### src/rtl/id_ex_stage_reg.sv
// id_ex_stage_reg: ID/EX pipeline register with load-use hazard detection and bubble counter
package lc3b_types;
  typedef enum logic [3:0] {
    op_br = 4'h0, op_add = 4'h1, op_ldb = 4'h2, op_stb = 4'h3,
    op_jsr = 4'h4, op_and = 4'h5, op_ldr = 4'h6, op_str = 4'h7,
    op_rti = 4'h8, op_not = 4'h9, op_ldi = 4'ha, op_sti = 4'hb,
    op_jmp = 4'hc, op_shf = 4'hd, op_lea = 4'he, op_trap = 4'hf
  } lc3b_opcode;
  typedef struct packed {
    lc3b_opcode opcode;
    logic load_dst;
    logic load_cc;
    logic mem_read;
    logic mem_write;
    logic [1:0] alu_op;
  } lc3b_control_word;
endpackage

module id_ex_stage_reg
  import lc3b_types::*;
#(
  parameter int CNT_W = 16
) (
  input  logic             clk,
  input  logic             reset,
  input  logic             id_valid,
  input  logic [15:0]      id_pc,
  input  logic [15:0]      id_ir,
  input  lc3b_control_word id_ctrl,
  input  logic [15:0]      id_sr1_data,
  input  logic [15:0]      id_sr2_data,
  input  logic [2:0]       id_sr1,
  input  logic [2:0]       id_sr2,
  input  logic             id_uses_sr1,
  input  logic             id_uses_sr2,
  input  logic [2:0]       id_dest,
  input  logic             mem_stall,
  input  logic             flush,
  output logic             ex_valid,
  output logic [15:0]      ex_pc,
  output logic [15:0]      ex_ir,
  output lc3b_control_word ex_ctrl,
  output logic [15:0]      ex_sr1_data,
  output logic [15:0]      ex_sr2_data,
  output logic [2:0]       ex_sr1,
  output logic [2:0]       ex_sr2,
  output logic [2:0]       ex_dest,
  output logic             load_use_stall,
  output logic [CNT_W-1:0] bubble_count
);
  logic ex_is_load, hazard;
  // JSR/TRAP write R7 via load_dst but are not loads, so the opcode filter matters
  assign ex_is_load = ex_valid && ex_ctrl.load_dst &&
                      (ex_ctrl.opcode inside {op_ldr, op_ldb, op_ldi});
  assign hazard = ex_is_load && id_valid &&
                  ((id_uses_sr1 && id_sr1 == ex_dest) || (id_uses_sr2 && id_sr2 == ex_dest));
  assign load_use_stall = hazard && !flush && !reset;
  always_ff @(posedge clk) begin
    if (reset || flush || (!mem_stall && hazard)) begin
      ex_valid    <= 1'b0;
      ex_pc       <= '0;
      ex_ir       <= '0;
      ex_ctrl     <= '0;
      ex_sr1_data <= '0;
      ex_sr2_data <= '0;
      ex_sr1      <= '0;
      ex_sr2      <= '0;
      ex_dest     <= '0;
    end else if (!mem_stall) begin
      ex_valid    <= id_valid;
      ex_pc       <= id_pc;
      ex_ir       <= id_ir;
      ex_ctrl     <= id_valid ? id_ctrl : '0;
      ex_sr1_data <= id_sr1_data;
      ex_sr2_data <= id_sr2_data;
      ex_sr1      <= id_sr1;
      ex_sr2      <= id_sr2;
      ex_dest     <= id_dest;
    end
    if (reset)
      bubble_count <= '0;
    else if (!flush && !mem_stall && hazard)
      bubble_count <= bubble_count + CNT_W'(!(&bubble_count));
  end
endmodule

### config.mk
export PLATFORM = sky130hd
export DESIGN_NAME = id_ex_stage_reg
export DESIGN_NICKNAME = d
export VERILOG_FILES = /design/src/rtl/id_ex_stage_reg.sv
export SDC_FILE = /design/constraint.sdc
export NUM_CORES = 1
export LEC_CHECK = 0
export CAP_MARGIN = 20
export CORE_MARGIN = 2
export CORE_UTILIZATION = 41
export CTS_BUF_LIST = sky130_fd_sc_hd__clkbuf_8
export DETAILED_ROUTE_END_ITERATION = 10
export GPL_TIMING_DRIVEN = 0
export PLACE_DENSITY = 0.85
export SYNTH_ARGS = -nofsm -noshare
export SYNTH_HDL_FRONTEND = slang
export SYNTH_SLANG_ARGS = --single-unit
### constraint.sdc
create_clock -name clk -period 3.1 [get_ports clk]
set_clock_uncertainty 0.2 [all_clocks]
set_input_delay 0.62 -clock clk [delete_from_list [all_inputs] [get_ports clk]]
set_output_delay 0.62 -clock clk [all_outputs]
set_load 0.01 [all_outputs]
==> results <==
[worst min-delay path: stages, from the launching register on]
cell and delay [ns]:
sky130_fd_sc_hd__dfxtp_1 0.34, sky130_fd_sc_hd__nand2_1 0.04, sky130_fd_sc_hd__o21ai_0 0.06
[final timing paths]
path / from / end / slack, ns / cells past startpoint
worst max-delay path: id_sr2[1] / load_use_stall / 0.18 / 7
worst min-delay path: ex_ctrl[2] / ex_ctrl[2] / 0.27 / 2
worst max register to register: bubble_count[3] / bubble_count[8] / 0.34 / 9
worst min register to register: ex_ctrl[2] / ex_ctrl[2] / 0.27 / 2
[layout make-up]
| type | instances | area, µm² |
|---|---|---|
| Sequential cell | 100 | 2000 |
| Multi-Input combinational cell | 211 | 1720 |
| Timing Repair Buffer | 191 | 1900 |
| Clock buffer | 10 | 138 |
| Tap cell | 111 | 139 |
| Buffer | 33 | 145 |
| Fill cell | 698 | 3040 |
| Clock inverter | 6 | 55.1 |
| Inverter | 2 | 7.51 |
[per-layer routing]
| layer | vias to the layer above | share of wire (%) | routed length, µm |
|---|---|---|---|
| li1 | 1760 | - | - |
| met4 | 0 | 1.9 | 230 |
| met1 | 1780 | 37 | 4380 |
| met5 | - | 0 | 0 |
| met3 | 19 | 11 | 1260 |
| met2 | 143 | 51 | 6040 |
[metrics by stage]
step	setup WS, ns	utilization (%)	instances	TNS (ns)
4_1_cts	0.0252	66.7	664	0
6_report	0.182	66.8	664	0
5_1_grt	0.0812	66.8	664	0
3_3_place_gp	-0.733	64.0	647	-0.733
2_1_floorplan	0.473	-	347	0
3_5_place_dp	-0.719	64.0	647	-0.719
[report_power, final]
group	internal, µW	total (µW)	switching (µW)	leakage, µW
sequential	1320	1340	20.1	0.000813
combinational	196	312	116	0.00124
clock	330	805	475	0.0000994
total	1840	2460	612	0.00215
[logic make-up (layout without fill, tap and decap cells)]
kind of cell | count (synthesis) | count (layout) | share of synthesized area (%)
compound gates | 102 | 102 | 24.7
flops | 100 | 100 | 52.3
simple gates | 84 | 84 | 12.2
buf+inv | 36 | 242 | 3.89
mux | 16 | 16 | 4.64
xor+xnor | 6 | 6 | 1.37
fa+ha+maj | 3 | 3 | 0.980
[repair_timing]
action | CTS | global route
endpoints found under the setup margin | 1 | 1
buffers inserted | 2 | 0
pin swaps | 2 | 0
gates resized for setup | 13 | 2
[cells in the final DEF (no fill, tap or decap), types with 2 or more instances in the layout]
cell	count
sky130_fd_sc_hd__a2111oi_1	4
sky130_fd_sc_hd__a2111oi_2	2
sky130_fd_sc_hd__a211oi_1	6
sky130_fd_sc_hd__a21oi_1	4
sky130_fd_sc_hd__a32o_1	74
sky130_fd_sc_hd__and3_1	2
sky130_fd_sc_hd__and4_1	2
sky130_fd_sc_hd__buf_1	6
sky130_fd_sc_hd__buf_2	9
sky130_fd_sc_hd__buf_4	3
sky130_fd_sc_hd__clkbuf_1	17
sky130_fd_sc_hd__clkbuf_8	10
sky130_fd_sc_hd__clkdlybuf4s50_1	187
sky130_fd_sc_hd__clkinv_4	3
sky130_fd_sc_hd__dfxtp_1	100
sky130_fd_sc_hd__ha_1	3
sky130_fd_sc_hd__inv_1	2
sky130_fd_sc_hd__inv_6	2
sky130_fd_sc_hd__mux2_1	3
sky130_fd_sc_hd__mux2_2	11
sky130_fd_sc_hd__mux2i_1	2
sky130_fd_sc_hd__nand2_1	17
sky130_fd_sc_hd__nand2b_1	4
sky130_fd_sc_hd__nand3_1	12
sky130_fd_sc_hd__nand4_1	7
sky130_fd_sc_hd__nand4_2	2
sky130_fd_sc_hd__nor2_1	16
sky130_fd_sc_hd__nor2b_1	13
sky130_fd_sc_hd__o21ai_0	10
sky130_fd_sc_hd__xnor2_1	3
sky130_fd_sc_hd__xnor2_2	3
[registers in the layout, indices dropped and copies added (netlist names)]
register and count:
ex_sr1 3, ex_ctrl 10, ex_pc 16, ex_sr1_data 16
ex_sr2 3, bubble_count 16, ex_dest 3, ex_sr2_data 16
ex_ir 16, ex_valid 1
==> impl_metrics.csv <==
group,metric,value,unit
worst_setup_path,critical_path.max_stage_delay,0.54,ns
timing,fin_crit_period,2.92,ns
power,totalPowerFinal,2460,µW
clock_tree,hold_buffers,0,
worst_setup_path,crit_path_top_delay_cell,"sky130_fd_sc_hd__clkdlybuf4s50_1",
grt,grtUsageTotal,23.5,%
logic_synthesis,synthesis.area,3830,µm²
logic_synthesis,synth_async_reset_ratio,0,%
placement,gpl.final_weighted_congestion,0.932,
detailed_routing,ant_nets,0,
finish,n_antenna_cell,0,
floorplan,start_util,41.8,%
power,vdd_ir_drop_max,0.000259,V
logic_synthesis,syn_inst,347,
worst_hold_path,hold_path.class,"flop to flop",
detailed_routing,routed_wirelength,11900,µm
worst_setup_path,worst_setup_path_start_kind,"primary input",
worst_setup_path,timing.critical_path.arrival,2.10,ns
finish,drive_gt1_share,9.58,%
clock_tree,clk_pin_slew,0.10,ns
grt,grt_start_max_net_pins,20,
logic_synthesis,synth_cell_type_count,34,
timing,max_slew_margin,57.5,%
detailed_routing,vias,3702,
power,cellLeakagePower,0.00215,µW
floorplan,die-area,10100,µm²
timing,finalMaxSlewViolations,0,
clock_tree,root_buffer_cell,"sky130_fd_sc_hd__clkbuf_8",
clock_tree,htreeDepth,3,
worst_setup_path,timing.critical_path.to_type,"output port",
logic_synthesis,ys_top_cells_by_area,"sky130_fd_sc_hd__dfxtp_1 52%, sky130_fd_sc_hd__a32o_1 19%, sky130_fd_sc_hd__mux2_2 3.2%, sky130_fd_sc_hd__nor2b_1 2.1%, sky130_fd_sc_hd__clkbuf_1 1.7%",
logic_synthesis,postSynthAreaPerCell,11.0,µm²
logic_synthesis,synth.yosys.seq_area_share,52.3,%
grt,grt_pass1_vias,3825,
detailed_routing,detailed_route_vias_per_instance,5.58,
logic_synthesis,yosys_most_used_dff,"sky130_fd_sc_hd__dfxtp_1",
worst_setup_path,cp_num_buf_inv,3,
timing,layout_worst_path_cycle_share,94.1,%
worst_setup_path,worstPathRequired,2.28,ns
worst_setup_path,worst_path_dominant_cell_family,"buffers and inverters",
finish,design_area,6110,µm²
timing,transition_time_at_the_pin_with_the_least_slew_margin,0.638,ns
placement,post-dp-hpwl,9170,µm
clock_tree,clk_path_buf_depth,2,
floorplan,die_h,101,µm
grt,grt_util_met2,41.6,%
clock_tree,tritoncts,"built",
logic_synthesis,yosys_register_bits,100,
logic_synthesis,yosysWarningCount,0,
floorplan,std_cell_rows,35,
placement,port_buffers,189,
logic_synthesis,synth.most_common_cell,"sky130_fd_sc_hd__dfxtp_1",
outcome,status,"finished clean",
grt,grt-busiest-layer,"met2",
timing,rsz0062_at_grt,"no",
floorplan,design.core.area,9150,µm²
detailed_routing,drcViolationCount,0,
clock_tree,tritoncts_buffers,9,
timing,timing.hold.ws,0.268,ns
timing,finalSetupViolations,0,
detailed_routing,detail_route.first_pass.iterations,4,
worst_setup_path,worstSetupPathType,"primary input to output port",
clock_tree,numClockSinks,100,
finish,area_growth,59.6,%
logic_synthesis,netlist.area_leader.share,52.3,%
worst_setup_path,worst-path-max-fanout,19,
logic_synthesis,synth_edf_count,0,
worst_setup_path,critical_path.cell_chain,"clkdlybuf4s50_1 > xnor2_2 > nand4_4 > a21o_1 > buf_6 > nor3_2 > buf_2",
logic_synthesis,synth_largest_area_cell,"sky130_fd_sc_hd__dfxtp_1",
timing,clock.fmax,0.343,GHz
detailed_routing,drt_first_iter_violations,149,
flow_run,maxCapViolCount,0,
logic_synthesis,synth_nets,440,
detailed_routing,detail_route.wl_per_cell,17.9,µm
grt,grt_pass1_wl,18800,µm
finish,finalNetCount,641,
power,power.density,402,nW/µm²
floorplan,die_width,101,µm
logic_synthesis,post_synth_most_frequent_cells,"100 x sky130_fd_sc_hd__dfxtp_1, 74 x sky130_fd_sc_hd__a32o_1, 17 x sky130_fd_sc_hd__clkbuf_1, 17 x sky130_fd_sc_hd__nand2_1, 16 x sky130_fd_sc_hd__nor2_1",
grt,grt_use_met3,10.3,%
placement,dpl-instance-area,5860,µm²
grt,antenna_found_initial,0,
timing,hold_violations,0,
grt,grt_util_met1,24.6,%
clock_tree,clock_insertion_delay_worst_skew,0.36,ns
floorplan,io-pin-count,191,
grt,grt.overflow.total,0,
Power figures use the tool's default switching activity.
